`src/rtl/voq_tx_scheduler_pkg.sv`:
```
`default_nettype none
// ============================================================================
// Module      : voq_tx_scheduler_pkg
// Description : Shared widths, header field offsets, FSM state type and
//               header field extractors for the VOQ transmit scheduler.
// Revision    : 1.0 - initial release
// ============================================================================
package voq_tx_scheduler_pkg;

  // Switch-wide build constants
  localparam int DATA_WIDTH      = 64;
  localparam int PORT_NUB_TOTAL  = 4;
  localparam int DATA_LENGTH_MAX = 16;
  localparam int PRIORITY        = 4;
  localparam int CRC32_LENGTH    = 32;

  // Derived widths
  localparam int WIDTH_DATA     = DATA_WIDTH;
  localparam int WIDTH_SEL      = $clog2(PORT_NUB_TOTAL);
  localparam int WIDTH_PORT     = WIDTH_SEL + WIDTH_DATA;
  localparam int WIDTH_LENGTH   = $clog2(DATA_LENGTH_MAX);
  localparam int WIDTH_PRIORITY = $clog2(PRIORITY);
  localparam int WIDTH_CRC      = CRC32_LENGTH;

  // Header word field positions
  localparam int PRIO_LSB = WIDTH_CRC;
  localparam int LEN_LSB  = WIDTH_CRC + WIDTH_PRIORITY;

  typedef enum logic [0:0] {
    IDLE = 1'b0,
    BODY = 1'b1
  } sched_state_t;

  // Number of body words following the header
  function automatic logic [WIDTH_LENGTH-1:0] hdr_length(input logic [WIDTH_DATA-1:0] word);
    return word[LEN_LSB +: WIDTH_LENGTH];
  endfunction

  // Packet priority carried in the header
  function automatic logic [WIDTH_PRIORITY-1:0] hdr_priority(input logic [WIDTH_DATA-1:0] word);
    return word[PRIO_LSB +: WIDTH_PRIORITY];
  endfunction

endpackage
`default_nettype wire

```
`src/rtl/voq_tx_scheduler_rr_arbiter.sv`:
```
`default_nettype none
// ============================================================================
// Module      : rr_arbiter
// Description : Combinational round-robin arbiter. Requests are rotated so
//               that index ptr lands at bit 0 (double-width shift), the
//               lowest set bit is found, and the offset is added back to ptr.
//               An eligibility mask can remove requesters from the contest.
// Revision    : 1.0 - initial release
// ============================================================================
module rr_arbiter #(
  parameter  int N = 4,
  localparam int W = (N > 1) ? $clog2(N) : 1
) (
  input  logic [N-1:0] req,
  input  logic [W-1:0] ptr,
  input  logic [N-1:0] mask,
  output logic [N-1:0] grant,
  output logic [W-1:0] grant_idx,
  output logic         any
);

  localparam logic [W:0] C_N = (W+1)'(N);

  logic [N-1:0] w_req;
  logic [N-1:0] w_rot;
  logic [W-1:0] w_off;
  logic [W:0]   w_sum;

  assign w_req = req & mask;
  // Duplicated vector shifted right by ptr: bit k of the result is requester (ptr+k) mod N
  assign w_rot = N'({w_req, w_req} >> ptr);
  assign any   = |w_req;

  // Lowest set bit of the rotated vector is the first requester at or after ptr
  always_comb begin
    w_off = '0;
    for (int i = N - 1; i >= 0; i--) begin
      if (w_rot[i]) w_off = i[W-1:0];
    end
  end

  assign w_sum     = {1'b0, ptr} + {1'b0, w_off};
  assign grant_idx = (w_sum >= C_N) ? W'(w_sum - C_N) : w_sum[W-1:0];
  assign grant     = any ? (N'(1) << grant_idx) : '0;

endmodule
`default_nettype wire

```
`src/rtl/voq_tx_scheduler.sv`:
```
`default_nettype none
// ============================================================================
// Module      : voq_tx_scheduler
// Description : Per-output-port packet scheduler. Grants one whole packet at a
//               time from the VOQs, pops its words and emits them as a
//               registered stream tagged with source port and a per-packet
//               sequence number, honouring downstream back-pressure.
//               Optional macro PRIORITY_ARB_EN: header priority picks the
//               IDLE winner, ties resolved round-robin.
// Revision    : 1.0 - initial release
// ============================================================================
module voq_tx_scheduler
  import voq_tx_scheduler_pkg::*;
#(
  parameter int NUB      = 0,
  parameter int PORT_NUB = PORT_NUB_TOTAL
) (
  input  logic                           clk,
  input  logic                           rst_n,
  input  logic [PORT_NUB-1:0]            req_in,
  input  logic [PORT_NUB*WIDTH_DATA-1:0] data_in,
  output logic [PORT_NUB-1:0]            rd_en_out,
  input  logic                           keep_in,
  output logic [WIDTH_PORT-1:0]          data_out,
  output logic [WIDTH_SEL-1:0]           nub_out,
  output logic                           valid_out,
  output logic                           busy_out
);

  // Widths come from the shared package, so the port count must match it
  if (NUB < 0 || NUB >= PORT_NUB_TOTAL || PORT_NUB != PORT_NUB_TOTAL) begin : g_bad_cfg
    $error("voq_tx_scheduler: NUB/PORT_NUB inconsistent with PORT_NUB_TOTAL");
  end

  sched_state_t            r_state;
  sched_state_t            w_state_nxt;
  logic [WIDTH_SEL-1:0]    r_rr_ptr;
  logic [WIDTH_SEL-1:0]    r_grant;
  logic [WIDTH_SEL-1:0]    r_nub;
  logic [WIDTH_LENGTH-1:0] r_len_cnt;

  logic [PORT_NUB-1:0]     w_mask;
  logic [PORT_NUB-1:0]     w_gnt_oh;
  logic [WIDTH_SEL-1:0]    w_gnt_idx;
  logic                    w_any;
  logic [WIDTH_SEL-1:0]    w_sel;
  logic [WIDTH_DATA-1:0]   w_word;
  logic [WIDTH_LENGTH-1:0] w_hdr_len;
  logic [WIDTH_SEL-1:0]    w_ptr_nxt;
  logic                    w_pop;
  logic                    w_pkt_end;

`ifdef PRIORITY_ARB_EN
  logic [WIDTH_PRIORITY-1:0] w_max_prio;

  // Highest header priority among requesters; every port carrying it stays eligible
  always_comb begin
    w_max_prio = '0;
    w_mask     = '0;
    for (int i = 0; i < PORT_NUB; i++) begin
      if (req_in[i] && (hdr_priority(data_in[i*WIDTH_DATA +: WIDTH_DATA]) > w_max_prio))
        w_max_prio = hdr_priority(data_in[i*WIDTH_DATA +: WIDTH_DATA]);
    end
    for (int i = 0; i < PORT_NUB; i++) begin
      w_mask[i] = (hdr_priority(data_in[i*WIDTH_DATA +: WIDTH_DATA]) == w_max_prio);
    end
  end
`else
  assign w_mask = '1;
`endif

  rr_arbiter #(
    .N (PORT_NUB)
  ) u_rr_arbiter (
    .req       (req_in),
    .ptr       (r_rr_ptr),
    .mask      (w_mask),
    .grant     (w_gnt_oh),
    .grant_idx (w_gnt_idx),
    .any       (w_any)
  );

  // Word source: arbiter winner for a header, held grant for body words
  assign w_sel     = (r_state == IDLE) ? w_gnt_idx : r_grant;
  assign w_word    = data_in[w_sel*WIDTH_DATA +: WIDTH_DATA];
  assign w_hdr_len = hdr_length(w_word);
  assign w_ptr_nxt = (w_sel == WIDTH_SEL'(PORT_NUB - 1)) ? '0 : w_sel + 1'b1;
  assign busy_out  = (r_state == BODY);

  // State register
  always_ff @(posedge clk or negedge rst_n) begin
    if (!rst_n) r_state <= IDLE;
    else        r_state <= w_state_nxt;
  end

  // Next state and pop strobe; a stall freezes the FSM and suppresses pops
  always_comb begin
    w_state_nxt = r_state;
    rd_en_out   = '0;
    unique case (r_state)
      IDLE: begin
        if (!keep_in && w_any) begin
          rd_en_out = w_gnt_oh;
          if (w_hdr_len != '0) w_state_nxt = BODY;
        end
      end
      BODY: begin
        if (!keep_in && req_in[r_grant]) begin
          rd_en_out[r_grant] = 1'b1;
          if (r_len_cnt == WIDTH_LENGTH'(1)) w_state_nxt = IDLE;
        end
      end
      default: w_state_nxt = IDLE;
    endcase
  end

  assign w_pop     = |rd_en_out;
  // A pop that leaves the FSM in IDLE closes the packet (zero-length header or last body word)
  assign w_pkt_end = w_pop && (w_state_nxt == IDLE);

  // Output register, length counter, grant latch, round-robin pointer and sequence number
  always_ff @(posedge clk or negedge rst_n) begin
    if (!rst_n) begin
      data_out  <= '0;
      nub_out   <= '0;
      valid_out <= 1'b0;
      r_grant   <= '0;
      r_len_cnt <= '0;
      r_rr_ptr  <= '0;
      r_nub     <= '0;
    end else if (!keep_in) begin
      valid_out <= w_pop;
      if (w_pop) begin
        data_out <= {w_sel, w_word};
        nub_out  <= r_nub;
      end
      if (w_pop && (r_state == IDLE)) begin
        r_grant   <= w_gnt_idx;
        r_len_cnt <= w_hdr_len;
      end else if (w_pop) begin
        r_len_cnt <= r_len_cnt - 1'b1;
      end
      if (w_pkt_end) begin
        r_rr_ptr <= w_ptr_nxt;
        r_nub    <= r_nub + 1'b1;
      end
    end
  end

endmodule
`default_nettype wire

```
`config.mk`:
```
export PLATFORM = sky130hd
export DESIGN_NAME = voq_tx_scheduler
export DESIGN_NICKNAME = d
export VERILOG_FILES = /design/src/rtl/voq_tx_scheduler_pkg.sv /design/src/rtl/voq_tx_scheduler_rr_arbiter.sv /design/src/rtl/voq_tx_scheduler.sv
export SDC_FILE = /design/constraint.sdc
export NUM_CORES = 1
export LEC_CHECK = 0
export ABC_AREA = 1
export CAP_MARGIN = 0
export CORE_AREA = 2 2 131 133
export CTS_BUF_LIST = sky130_fd_sc_hd__clkbuf_16
export DETAILED_ROUTE_END_ITERATION = 10
export DIE_AREA = 0 0 133 135
export PLACE_DENSITY_LB_ADDON = 0.1
export SLEW_MARGIN = 30
export SYNTH_ARGS = -nofsm -noshare
export SYNTH_HDL_FRONTEND = slang
export SYNTH_SLANG_ARGS = --single-unit
```
`constraint.sdc`:
```
create_clock -name clk -period 3.4 [get_ports clk]
set_input_delay 0.68 -clock clk [delete_from_list [all_inputs] [get_ports clk]]
set_output_delay 0.68 -clock clk [all_outputs]
set_load 0.05 [all_outputs]
```
==> metrics.md <==
| Metric | Value |
|---|---|
| Status | completed |
| Async S/R FF share, synth | 100% |
| Routed Wire Length | 20000 um |
| Net Sw Power | 5.83 mW |
| Final instance count without filler cells | 1392 |
| Die Y | 135 um |
| Final core utilization | 58.8% |
| Internal power | 4.88 mW |
| Clk_lat worst skew | 0.33 ns |
| Global route overflow | 0 |
| Setup crit start kind | primary input |
| CP arrival | 2.64 ns |
| Area growth syn-to-layout | 70.2% |
| Commonest non-fill, non-tap cell in the layout | clkdlybuf4s50_1 |
| TritonRoute pass-1 iters | 4 |
| Max Slew Vio Count | 0 |
| Setup tns final | 0 ns |
| Power share of the combinational group | 74.6% |
| Core Region | 0.0164 mm2 |
| Initial drt markers | 312 |
| Worst EP required | 2.72 ns |
| CP Buf/Inv Count | 2 |
| Pwr/cell area | 1110 mW/mm2 |
| Hold WS | 0.367 ns |
| Cell family with most CP delay | buffers and inverters |
| Synth Warn # | 0 |
| Number of I/O pins | 337 |
| F_max | 0.301 GHz |
| Sw frac | 54.4% |
| DP Cell Count | 1373 |
| Crit path time final | 3.32 ns |
| Synthesis-stage register bit count | 80 |
| Share of cells above drive strength 1 | 10.2% |
| H-tree lvl count | 3 |
| DP Wirelength | 15100 um |
| LEAKAGE | 4.34 nW |
| Worst hold path type | primary input to async pin |
| R2R Setup Slk | 0.47 ns |
| Max rail drop VDD | 0.000556 V |
| Worst setup EP type | primary output |
| First-pass GRT wire length | 30700 um |
| Avg Inst Size Synth | 6.62 um2 |
| Maximum fanout along the worst path | 5 |
| Worst-margin pin slew | 0.778 ns |
| Yosys cell types | 34 |
| Max Cap Viol | 0 |
| DRC | 0 |
| Worst Skew | 0.00541 ns |
| Post-Syn Nets | 1123 |
| Slowest-stage cell, CP | clkdlybuf4s50_1 |
| Sequential share of power | 16.7% |
| EDFF count, synth | 0 |
| CTS tree | done |
| CTS Buffer Depth | 2 |
| Port Buffers | 336 |
| Setup violators final | 0 |
| Initial Util | 34.6% |
| Inserted Clock Buffers | 9 |
| Initial antenna violation count | 0 |
| DR WL/cell | 14.4 um |
| Primary FF master, synth | dfrtp_1 |
| Pin count of the biggest net entering global routing | 81 |
| Clock power frac | 8.8% |
| Die area | 0.0180 mm2 |
| Final ANT Viol Nets | 0 |
| Row cnt | 47 |
| Final hold vios | 0 |
| Root Driver | clkbuf_16 |
| Count of hold-fix buffers inserted at cts | 0 |
| Crit Path Class | primary input to primary output |
| ANT cells | 0 |
| Mapped Cells | 857 |
| CP max stage delay | 0.51 ns |
| DR vias/cell | 4.65 |
| Worst-path clk slew | 0.06 ns |
| Overall Global Routing Usage | 21.4% |
| Tcrit/Tclk final | 97.6% |
| Routed via count | 6470 |
| Post-Syn Area | 0.00567 mm2 |
| Final #Nets | 1433 |
| CP cell instances | clkdlybuf4s50_1, nand2_1, nand3_2, nand3_1, a21boi_1, ha_2, xnor2_2, nand3_2, nand2_4, nand3_1, o21ai_2, buf_12 |
| Final GP Congestion | 0.808 |
| Die X | 133 um |
| Commonest non-fill, non-tap cells in the layout | 328 x clkdlybuf4s50_1, 307 x nand2_1, 128 x o21ai_0 |
| Vias in the first global route | 6165 |
| Clock sinks | 80 |
| Slew headroom | 48.1% |
| Sequential area share after synthesis | 35.3% |
[Yosys cell counts, types with 2 or more instances]
master / instances / share of area [%]
o21ai_0: 128 / 11
buf_1: 2 / 0.13
inv_1: 15 / 0.99
nor2_1: 126 / 8.3
nor3_1: 2 / 0.18
clkbuf_1: 27 / 1.8
nand2_1: 310 / 21
o22ai_1: 2 / 0.22
nand2_4: 3 / 0.60
dfrtp_1: 80 / 35
a31oi_1: 3 / 0.33
inv_2: 4 / 0.26
nand2_2: 16 / 1.8
o21ai_2: 40 / 6.2
nand3_2: 2 / 0.35
xor2_1: 3 / 0.46
nand3_1: 20 / 1.8
o211ai_1: 2 / 0.26
buf_2: 16 / 1.4
ha_1: 3 / 0.66
o21ai_1: 24 / 2.1
buf_6: 12 / 2.4
nor2_2: 3 / 0.33
nand4_1: 4 / 0.44
[path summary, 6_finish.rpt]
path                                           from                        to  depth (start not counted)
setup / recovery                          req_in[2]              rd_en_out[2]                         12
hold / removal                                rst_n    r_grant[1]$_DFFE_PN0P_                          1
setup reg to reg            r_rr_ptr[0]$_DFFE_PN0P_  data_out[31]$_DFFE_PN0P_                         20
hold reg to reg            data_out[65]$_DFFE_PN0P_  data_out[65]$_DFFE_PN0P_                          2
max in group asynchronous                     rst_n  data_out[22]$_DFFE_PN0P_                          1
min in group clk           data_out[65]$_DFFE_PN0P_  data_out[65]$_DFFE_PN0P_                          2
[metrics by stage]
stage / power, mW / area, um2 / worst slack [ns]
floorplan: 7.45 / 5670 / 0.118
global placement: 9.70 / 9280 / 0.0214
detailed placement: 9.79 / 9280 / -0.0219
CTS: 10.8 / 9570 / 0.0139
global route: 11.6 / 9650 / -0.0614
finish: 10.7 / 9650 / 0.0825
[logic make-up (layout without fill, tap and decap cells)]
kind of cell	after synthesis	in the layout	synth area share, %
xor+xnor	4	4	0.618
simple gates	488	488	34.7
fa+ha+maj	3	3	0.662
buf+inv	79	394	7.72
flops	80	80	35.3
compound gates	203	203	21.0
[registers in the layout, indices dropped and copies added, names as in the netlist]
register and flops:
busy_out 1, data_out 66, nub_out 2, r_grant 2, r_len_cnt 4, r_nub 2, r_rr_ptr 2, valid_out 1
[power by group through the flow]
stage / combinational [mW] / sequential [mW] / clock, mW
final: 7.99 / 1.78 / 0.938
after detailed placement: 8.00 / 1.79 / 0
after global routing: 8.77 / 1.85 / 1.01
after CTS: 8.02 / 1.79 / 0.967
after floorplan: 4.26 / 3.19 / 0
after global placement: 7.91 / 1.79 / 0
[cell type report]
class	count	area (um2)
inverters	19	76.3
clock inverters	7	55.1
well taps	220	275
flip-flops and latches	80	2000
multi-input cells	698	3290
clock buffers	9	225
repair buffers	359	3720
fillers	1560	6760
[routing by layer]
metal  track usage, %  up-vias  wire [um]
met3             5.59       23       1390
met4             6.81        0        386
met1             24.8     2838       8280
li1                 -     3384          -
met5                0        -          0
met2             38.6      225       9940
[repair_timing]
item / in CTS / in global routing
endpoints found under the hold margin: 0 / 0
endpoints found under the setup margin: 1 / 4
setup buffers: 0 / 3
pin swaps: 0 / 2
gates resized for setup: 1 / 14
No activity file was read; power rests on OpenSTA's default activity.
==> edit, RTL diff (same flow settings) <==
Reset style: synchronous (`rst_n`), changed in 2 clocked blocks.
--- a/src/rtl/voq_tx_scheduler.sv
+++ b/src/rtl/voq_tx_scheduler.sv
@@ -89,5 +89,5 @@
 
   // State register
-  always_ff @(posedge clk or negedge rst_n) begin
+  always_ff @(posedge clk) begin
     if (!rst_n) r_state <= IDLE;
     else        r_state <= w_state_nxt;
@@ -120,5 +120,5 @@
 
   // Output register, length counter, grant latch, round-robin pointer and sequence number
-  always_ff @(posedge clk or negedge rst_n) begin
+  always_ff @(posedge clk) begin
     if (!rst_n) begin
       data_out  <= '0;
Behaviour: differs if rst_n is asserted again (counterexample within 4 cycles, from zero or initial values and one cycle with rst_n low); with rst_n held inactive, the same outputs for 4 cycles.
==> edit against the original RTL <==
  * Synthesized cell count decreased by 22%
  * Highest routed layer unchanged
  * Total power shrank 0.60%
  * Wire length decreased by 0.97%
  * Via count down 7.6%
  * Global-route usage is 0.31 points higher
  * Cell area is 2.8% lower
  * Sequential cell count unchanged
  * First-iteration DRC count is 9.6% lower
  * Critical path type unchanged
  * Core utilization decreased by 1.7 points
  * Largest cell class unchanged
  * Synthesized area shrank 5.8%
  * Setup slack gained 0.044 ns
==> edit: results (changes against the original RTL) <==
1st-iter DRT viols = 282 (-9.6%)
clock latency of the later-clocked register in the worst-skew pair = 0.34 ns
warnings from Yosys = 0 (unchanged)
largest registers = data_out: 66 flops, r_len_cnt: 4 flops
per-instance average area after synthesis = 7.99 um^2 (+21%)
largest net degree at the start of global routing = 61 (-25%)
clk root buf = sky130_fd_sc_hd__clkbuf_16
Worst EP arrival = 2.59 ns (-0.05 ns)
cell family with the largest share of critical-path delay = buffers and inverters
largest incremental delay on the critical path = 0.50 ns
WHS Path Cells = 2
global-route wire length before repair = 30.9 mm (+0.56%)
post-synthesis sequential area ratio = 30.0% (-5.3 points)
number of nets in the synthesized netlist = 935 (-17%)
Worst path slowest cell = sky130_fd_sc_hd__clkdlybuf4s50_1
setup violators final = 0 (unchanged)
drt via density = 4.91 (+5.6%)
post-placement cell area = 9120 um^2 (-1.8%)
total iterations of the first detailed-routing run = 5 (+1)
total half-perimeter wirelength after legalization and detailed placement = 15.3 mm (+1.0%)
worst-case clock buffer depth = 2 (unchanged)
relative max-transition margin = 51.6% (+3.5 points)
H-tree Lvls = 3 (unchanged)
unique cell type count in the Yosys netlist = 34 (unchanged)
number of placed cells counting well taps = 1,204 (-12%)
global-route total usage across every layer = 21.7% (+0.31 points)
number of antenna violations at the first check in global routing = 0 (unchanged)
final net count = 1,262 (-12%)
maximum fanout count along the critical path = 4 (-1)
share of cells above drive strength 1 = 20.9% (+11 points)
largest vdd supply drop = 0.00112 V (+100%)
P_leak = 3.65 nW (-16%)
Via Count = 5,981 (-7.6%)
most common library cells after synthesis = sky130_fd_sc_hd__nand2_1, sky130_fd_sc_hd__mux2_2, sky130_fd_sc_hd__dfxtp_1
Post-Place Worst Slack = -0.0585 ns (-0.0366 ns)
top post-synthesis cells by area = sky130_fd_sc_hd__dfxtp_1, sky130_fd_sc_hd__mux2_2, sky130_fd_sc_hd__nand2_1
routability congestion estimate = 0.780 (-3.5%)
routed len/inst = 16.3 um (+13%)
number of antenna repair diodes = 0 (unchanged)
Inserted Clock Buffers = 9 (unchanged)
post-CTS clock slew at the launch and capture registers of the worst setup and hold paths = 0.06 ns (about the same)
hold crit path type = flop to flop
result of the run = complete, no violations
path depth of the worst reg2reg path = 20 (unchanged)
count of input and output buffers = 336 (unchanged)
clock skew after layout = 0.00686 ns (+0.00145 ns)
proportion of synthesized flip-flops having asynchronous set or reset = 0% (-100 points)
## edit: cell types whose count changed after synthesis, sizes merged, moves of 7 or more
cell    before  now
clkbuf      27   20
nand2      329  171
mux2         0  128
dfrtp       80    0
dfxtp        0   80
a31oi        3   65
a21oi        0    9
o21ai      192   77
nor2       129   17
## edit: path summary, 6_finish.rpt
| kind | start | end | slack [ns] |
|---|---|---|---|
| min reg2reg | data_out[37]$_SDFFE_PN0P_ | data_out[37]$_SDFFE_PN0P_ | 0.47 |
| max reg2reg | r_rr_ptr[0]$_SDFFE_PN0P_ | data_out[5]$_SDFFE_PN0P_ | 0.62 |
| min | data_out[37]$_SDFFE_PN0P_ | data_out[37]$_SDFFE_PN0P_ | 0.47 |
| max | req_in[0] | rd_en_out[2] | 0.13 |
## edit: what timing repair did
action | in CTS | in global routing
buffers inserted | 0 | 1
setup endpoints to repair | 0 | 4
resized for setup | 0 | 4
## edit: routing by layer
layer	up-vias	global-route usage (%)	share of wire, %
met3	27	4.69	6.3
li1	2997	-	-
met2	212	39.7	51
met1	2745	25.3	41
met4	0	6.93	1.9
met5	-	0	0
## edit: cells by family after synthesis
group                    after synthesis  synth area share (%)
adder cells (fa/ha/maj)                3                 0.702
XOR/XNOR                               2                 0.328
AO/OA/AOI/OAI                        155                  16.7
flip-flops                            80                  30.0
AND/OR/NAND/NOR                      224                  18.9
multiplexers                         128                  27.0
buffers and inverters                 77                  6.49
## edit: where the power goes
part / leakage (nW) / internal (mW) / switching [mW]
registers: 0.662 / 1.31 / 0.187
clock network: 0.129 / 0.474 / 0.374
logic: 2.86 / 3.60 / 4.70
total: 3.65 / 5.39 / 5.26
## edit: layout make-up
type,count,area (um^2)
fill,1505,7030
multi-input combinational,512,3410
sequential,80,1600
clock buffer,9,225
inverter,26,97.6
timing repair buffer,367,3750
clock inverter,4,17.5
tap,220,275
## edit: per-stage QoR
step / hold slack, ns / TNS (ns) / total power [mW]
3_3_place_gp: 0.455 / -0.0148 / 9.85
4_1_cts: 0.467 / 0 / 10.7
2_1_floorplan: 0.427 / 0 / 7.39
6_report: 0.468 / 0 / 10.7
3_5_place_dp: 0.457 / -0.178 / 9.84
5_1_grt: 0.505 / 0 / 11.5
